File: src/rtl/io_bus_responder_pkg.sv
// Shared definitions for the CPU I/O responder: register offsets, FSM encoding
// and the compare register's default.
package io_bus_responder_pkg;

  localparam logic [2:0] REG_DISP    = 3'd0;
  localparam logic [2:0] REG_LED     = 3'd1;
  localparam logic [2:0] REG_SW      = 3'd2;
  localparam logic [2:0] REG_BTN_EVT = 3'd3;
  localparam logic [2:0] REG_BTN_LVL = 3'd4;
  localparam logic [2:0] REG_TIMER   = 3'd5;
  localparam logic [2:0] REG_CMP     = 3'd6;
  localparam logic [2:0] REG_STATUS  = 3'd7;

  localparam logic [31:0] CMP_RESET_DEFAULT = 32'hFFFF_FFFF;

  typedef enum logic [1:0] {
    ST_IDLE = 2'd0,
    ST_RESP = 2'd1,
    ST_HOLD = 2'd2
  } state_t;

endpackage

File: src/rtl/io_bus_responder_btn_edge_capture.sv
// Sticky rising-edge flags for debounced buttons; a new edge beats a clear
// arriving in the same cycle so no press is ever lost.
module btn_edge_capture #(
  parameter int W = 5
) (
  input  logic         clk,
  input  logic         rst_n,
  input  logic [W-1:0] btn,
  input  logic [W-1:0] clr,
  output logic [W-1:0] evt
);

  logic [W-1:0] btn_q_reg;
  logic [W-1:0] evt_reg;
  logic [W-1:0] evt_next;

  genvar gi;
  generate
    for (gi = 0; gi < W; gi++) begin : g_bit
      assign evt_next[gi] = (btn[gi] & ~btn_q_reg[gi]) | (evt_reg[gi] & ~clr[gi]);
    end
  endgenerate

  always_ff @(posedge clk or negedge rst_n) begin
    if (!rst_n) begin
      btn_q_reg <= '0;
      evt_reg   <= '0;
    end else begin
      btn_q_reg <= btn;
      evt_reg   <= evt_next;
    end
  end

  assign evt = evt_reg;

endmodule

File: src/rtl/io_bus_responder.sv
// Memory-mapped I/O responder: display/LED registers, switches, button events,
// free-running timer with sticky compare match, behind a one-access-per-request FSM.
module io_bus_responder
  import io_bus_responder_pkg::*;
#(
  parameter int          BTN_N     = 5,
  parameter int          SW_N      = 8,
  parameter logic [31:0] CMP_RESET = CMP_RESET_DEFAULT
) (
  input  logic             clk,
  input  logic             rst_n,
  input  logic             io_sel,
  input  logic [2:0]       io_addr,
  input  logic [31:0]      io_wdata,
  input  logic             io_wr,
  input  logic             io_rdn,
  output logic [31:0]      io_rdata,
  output logic             io_ready,
  input  logic [SW_N-1:0]  sw,
  input  logic [BTN_N-1:0] btn,
  output logic [31:0]      disp_num,
  output logic [7:0]       led
);

  state_t state_reg, state_next;

  logic [31:0]      disp_reg;
  logic [7:0]       led_reg;
  logic [31:0]      timer_reg;
  logic [31:0]      cmp_reg;
  logic             match_reg;
  logic [31:0]      rdata_reg;
  logic [31:0]      rd_mux;
  logic [BTN_N-1:0] evt;
  logic [BTN_N-1:0] evt_clr;

  logic req, accept, wr_acc, rd_acc;

  assign req    = io_sel & (io_wr | ~io_rdn);
  assign accept = (state_reg == ST_IDLE) & req;
  assign wr_acc = accept & io_wr;
  assign rd_acc = accept & ~io_wr;

  always_comb begin
    state_next = state_reg;
    case (state_reg)
      ST_IDLE: if (req) state_next = ST_RESP;
      ST_RESP: state_next = ST_HOLD;
      // Wait for the CPU to drop its strobe so a held read is served once.
      ST_HOLD: if ((~io_wr & io_rdn) | ~io_sel) state_next = ST_IDLE;
      default: state_next = ST_IDLE;
    endcase
  end

  always_comb begin
    rd_mux = '0;
    case (io_addr)
      REG_DISP:    rd_mux = disp_reg;
      REG_LED:     rd_mux = 32'(led_reg);
      REG_SW:      rd_mux = 32'(sw);
      REG_BTN_EVT: rd_mux = 32'(evt);
      REG_BTN_LVL: rd_mux = 32'(btn);
      REG_TIMER:   rd_mux = timer_reg;
      REG_CMP:     rd_mux = cmp_reg;
      REG_STATUS:  rd_mux = {31'b0, match_reg};
      default:     rd_mux = '0;
    endcase
  end

  // A read of BTN_EVT clears every flag; a write clears the flags written as 1.
  always_comb begin
    evt_clr = '0;
    if (accept && io_addr == REG_BTN_EVT)
      evt_clr = io_wr ? io_wdata[BTN_N-1:0] : '1;
  end

  btn_edge_capture #(.W(BTN_N)) u_btn_edge (
    .clk   (clk),
    .rst_n (rst_n),
    .btn   (btn),
    .clr   (evt_clr),
    .evt   (evt)
  );

  always_ff @(posedge clk or negedge rst_n) begin
    if (!rst_n) begin
      state_reg <= ST_IDLE;
      disp_reg  <= '0;
      led_reg   <= '0;
      timer_reg <= '0;
      cmp_reg   <= CMP_RESET;
      match_reg <= 1'b0;
      rdata_reg <= '0;
    end else begin
      state_reg <= state_next;

      if (wr_acc && io_addr == REG_DISP) disp_reg <= io_wdata;
      if (wr_acc && io_addr == REG_LED)  led_reg  <= io_wdata[7:0];
      if (wr_acc && io_addr == REG_CMP)  cmp_reg  <= io_wdata;

      if (wr_acc && io_addr == REG_TIMER) timer_reg <= io_wdata;
      else                                timer_reg <= timer_reg + 32'd1;

      if (timer_reg == cmp_reg)                              match_reg <= 1'b1;
      else if (wr_acc && io_addr == REG_STATUS && io_wdata[0]) match_reg <= 1'b0;

      // A write colliding with a read drops the read and returns zero.
      if (rd_acc)               rdata_reg <= rd_mux;
      else if (wr_acc && ~io_rdn) rdata_reg <= '0;
    end
  end

  assign io_ready = (state_reg == ST_RESP);
  assign io_rdata = rdata_reg;
  assign disp_num = disp_reg;
  assign led      = led_reg;

endmodule

File: config.mk
export PLATFORM = sky130hd
export DESIGN_NAME = io_bus_responder
export DESIGN_NICKNAME = d
export VERILOG_FILES = /design/src/rtl/io_bus_responder_pkg.sv /design/src/rtl/io_bus_responder_btn_edge_capture.sv /design/src/rtl/io_bus_responder.sv
export SDC_FILE = /design/constraint.sdc
export NUM_CORES = 1
export LEC_CHECK = 0
export ABC_AREA = 1
export BUFFER_PORTS_ARGS = -buffer_cell sky130_fd_sc_hd__buf_2
export CAP_MARGIN = 30
export CORE_MARGIN = 3
export CORE_UTILIZATION = 57
export DETAILED_ROUTE_END_ITERATION = 16
export MAX_ROUTING_LAYER = met4
export PLACE_DENSITY = 0.86
export SETUP_SLACK_MARGIN = 0.02
export SLEW_MARGIN = 40
export SYNTH_ARGS = -nofsm -noshare
export SYNTH_HDL_FRONTEND = slang
export SYNTH_SLANG_ARGS = --single-unit
File: constraint.sdc
create_clock -name clk -period 2.15 [get_ports clk]
set_input_delay 0.43 -clock clk [delete_from_list [all_inputs] [get_ports clk]]
set_output_delay 0.43 -clock clk [all_outputs]
set_load 0.02 [all_outputs]
==> out/results.ini <==
[die]
row_count = 42
die_w_um = 123.6
core-area_um2 = 13400
die_h_um = 123.6
io_pins = 126
initial_utilization_pct = 58.81
die_area_um2 = 15270

[route]
vias_per_cell = 5.400
routed_wl_um = 21880
vias = 7441
drtPass1Iterations = 6
wire_per_inst_um = 15.88
ant_nets = 0
drt_iter0_drc = 589
post-route-drc-count = 0

[grt]
grt_usage_pct = 30.73
grt_max_degree = 65
gr-total-overflow = 0
first_global_vias = 7073
grt_pass1_wl_um = 35280
antenna_found_initial = 0

[timing]
relSlewSlack_pct = 51.35
rsz0062_at_grt = false
fmaxAchievable_ghz = 0.5378
final.setup_skew_ns = 0.006132
finalHoldViolations = 0
worst_pin_slew_ns = 0.7296
fin_crit_ns = 1.859
finalSetupViolCount = 0
fin_crit_sh_pct = 86.48
final_max_slew_viol_count = 0
worst_slack_ns = 0.2907
setup_tns_ns = 0

[clocking]
clk_latency_ns = 0.43
path_clk_slew_ns = 0.06
clk_path_buf_depth = 2
cts_sinks = 149
cts_buffers = 17
clock-root-buffer = clkbuf_16
cts_tree = done
cts_resized = 0
h-tree-depth = 4

[power]
p_switching_w = 0.003591
seqPwrFrac_pct = 41.7
ir_drop_mv = 0.7450
leakagePower_nw = 4.890
intPower_w = 0.006741
power.total_w = 0.01033
p_comb_share_pct = 27.3
powerDensity_nw_per_um2 = 1102
p_sw_share_pct = 34.76
p_clk_share_pct = 31.0

[synth]
synthesis.area_um2 = 7881
synthFlopType = dfrtp_1
yosys.area_share.simple_pct = 28.91
syn_avg_cell_area_um2 = 7.428
synth_seq_cells = 149
synth_top_family_by_area = simple AND/OR/NAND/NOR gates
synth.area.mux_share_pct = 0
yosys_warnings = 0
synthAdderAreaFrac_pct = 0.1588
async_reset_ff_share_pct = 100.0
synth_top_area_share_pct = 37.15
yosys-top-cells-count = nand2_1 (442), dfrtp_1 (117), inv_1 (116)
synth_seq_area_share_pct = 47.82
synth.distinct_cells = 34
synth_cells = 1061
synth.most_common_cell = nand2_1
syn-num-nets = 1115
synth_top_area_cell = dfrtp_1
synth_area_leaders = dfrtp_1 (37%), nand2_1 (21%), dfstp_2 (11%), inv_1 (5.5%), nor2_1 (4.3%)
synth_enable_flop_cells = 0
synthXorXnorAreaFrac_pct = 3.223
synth_compound_area_share_pct = 11.45

[finish]
nets = 1243
fillers = 1126
seq_area_um2 = 3769
diodes = 0
area_growth_pct = 18.96
drive_gt1_share_pct = 19.97
multi_input_area_um2 = 3451

[setup_path]
path_common_cell = nand2_1
cp_num_buf_inv = 2
cp-start-kind = register
required_ns = 2.51
end_kind = register
cp_top_family = simple AND/OR/NAND/NOR gates
worst-setup-path-type = register to register
crit_fanout = 24
cp_slowest_cell = dfrtp_1
arrival_ns = 2.22
max_stage_delay_ns = 0.40
path_cells = or2_4 > nor2_4 > nand2_2 > inv_2 > nand2_1 > inv_2 > nand2_1 > nand2_1

[place]
numPortBuffers = 125
dp_hpwl_um = 15930
dpl_worst_slack_ns = 0.2517
gp_congestion = 0.9523

[outcome]
status = finished clean

[min_path]
hold_class = primary input to register

[job]
drv_cap = 0

[what timing repair did]
item	in CTS	in global routing
buffers inserted	0	0
hold endpoints to repair	35	0
hold buffers	1	0
[worst paths after layout]
check,startpoint,to,slack [ns],cells past startpoint
min reg2reg,u_btn_edge.btn_q_reg[4],u_btn_edge.evt[4],0.43,1
min,btn[3],u_btn_edge.btn_q_reg[3],0.13,1
max in group asynchronous,rst_n,cmp_reg[2],0.98,3
max reg2reg,state_reg[1],timer_reg[27],0.29,8
min in group asynchronous,rst_n,disp_num[25],0.53,2
max,state_reg[1],timer_reg[27],0.29,8
[cell usage in the layout (no fill, tap or decap), types with 3 or more instances in the layout]
master	instances
nand2_1	442
buf_2	124
dfrtp_1	117
inv_1	116
nor2_1	90
o21ai_0	62
dfstp_2	32
nand3_1	30
o21ai_2	25
xnor2_1	22
o21ai_1	21
o221ai_1	21
clkbuf_16	17
buf_4	13
o22ai_1	10
xor2_1	7
nand4_1	6
a21oi_1	5
buf_12	5
inv_2	4
clkbuf_8	4
bufinv_16	4
and3_1	3
clkbuf_1	3
[power by group through the flow]
stage	clock network (W)	logic, W	registers (W)
floorplan	0	0.00158	0.00455
global placement	0	0.00270	0.00429
detailed placement	0	0.00279	0.00433
CTS	0.00321	0.00283	0.00430
global route	0.00334	0.00318	0.00441
finish	0.00320	0.00282	0.00431
[final cells by class]
type | instances | share of cell area [%]
Clock buffer | 24 | 5.245
Tap cell | 176 | 2.349
Multi-Input combinational cell | 755 | 36.81
Sequential cell | 149 | 40.20
Clock inverter | 8 | 1.561
Timing Repair Buffer | 144 | 8.955
Inverter | 122 | 4.885
[cells by family after synthesis]
kind of cell | after synthesis
buf+inv | 157
simple gates | 581
fa+ha+maj | 1
xor+xnor | 29
flops | 149
compound gates | 144
[metal layers]
layer | global-route usage (%) | wire [um] | vias to the layer above
met2 | 48.16 | 10460 | 301
met3 | 5.041 | 1550 | 30
met4 | 8.581 | 340 | 0
met1 | 41.86 | 9537 | 3529
li1 | - | - | 3581
met5 | - | 0 | -
[stage by stage]
step / std cells / cell area, um2 / hold slack (ns) / util [%]
2_1_floorplan: 1061 / 7881 / 0.1344 / -
3_3_place_gp: 1345 / 8727 / 0.4130 / 65.13
3_5_place_dp: 1345 / 8727 / 0.4147 / 65.13
4_1_cts: 1378 / 9375 / 0.1248 / 69.96
5_1_grt: 1378 / 9375 / 0.1222 / 69.96
6_report: 1378 / 9375 / 0.1333 / 69.96
(Power assumes the default switching activity.)
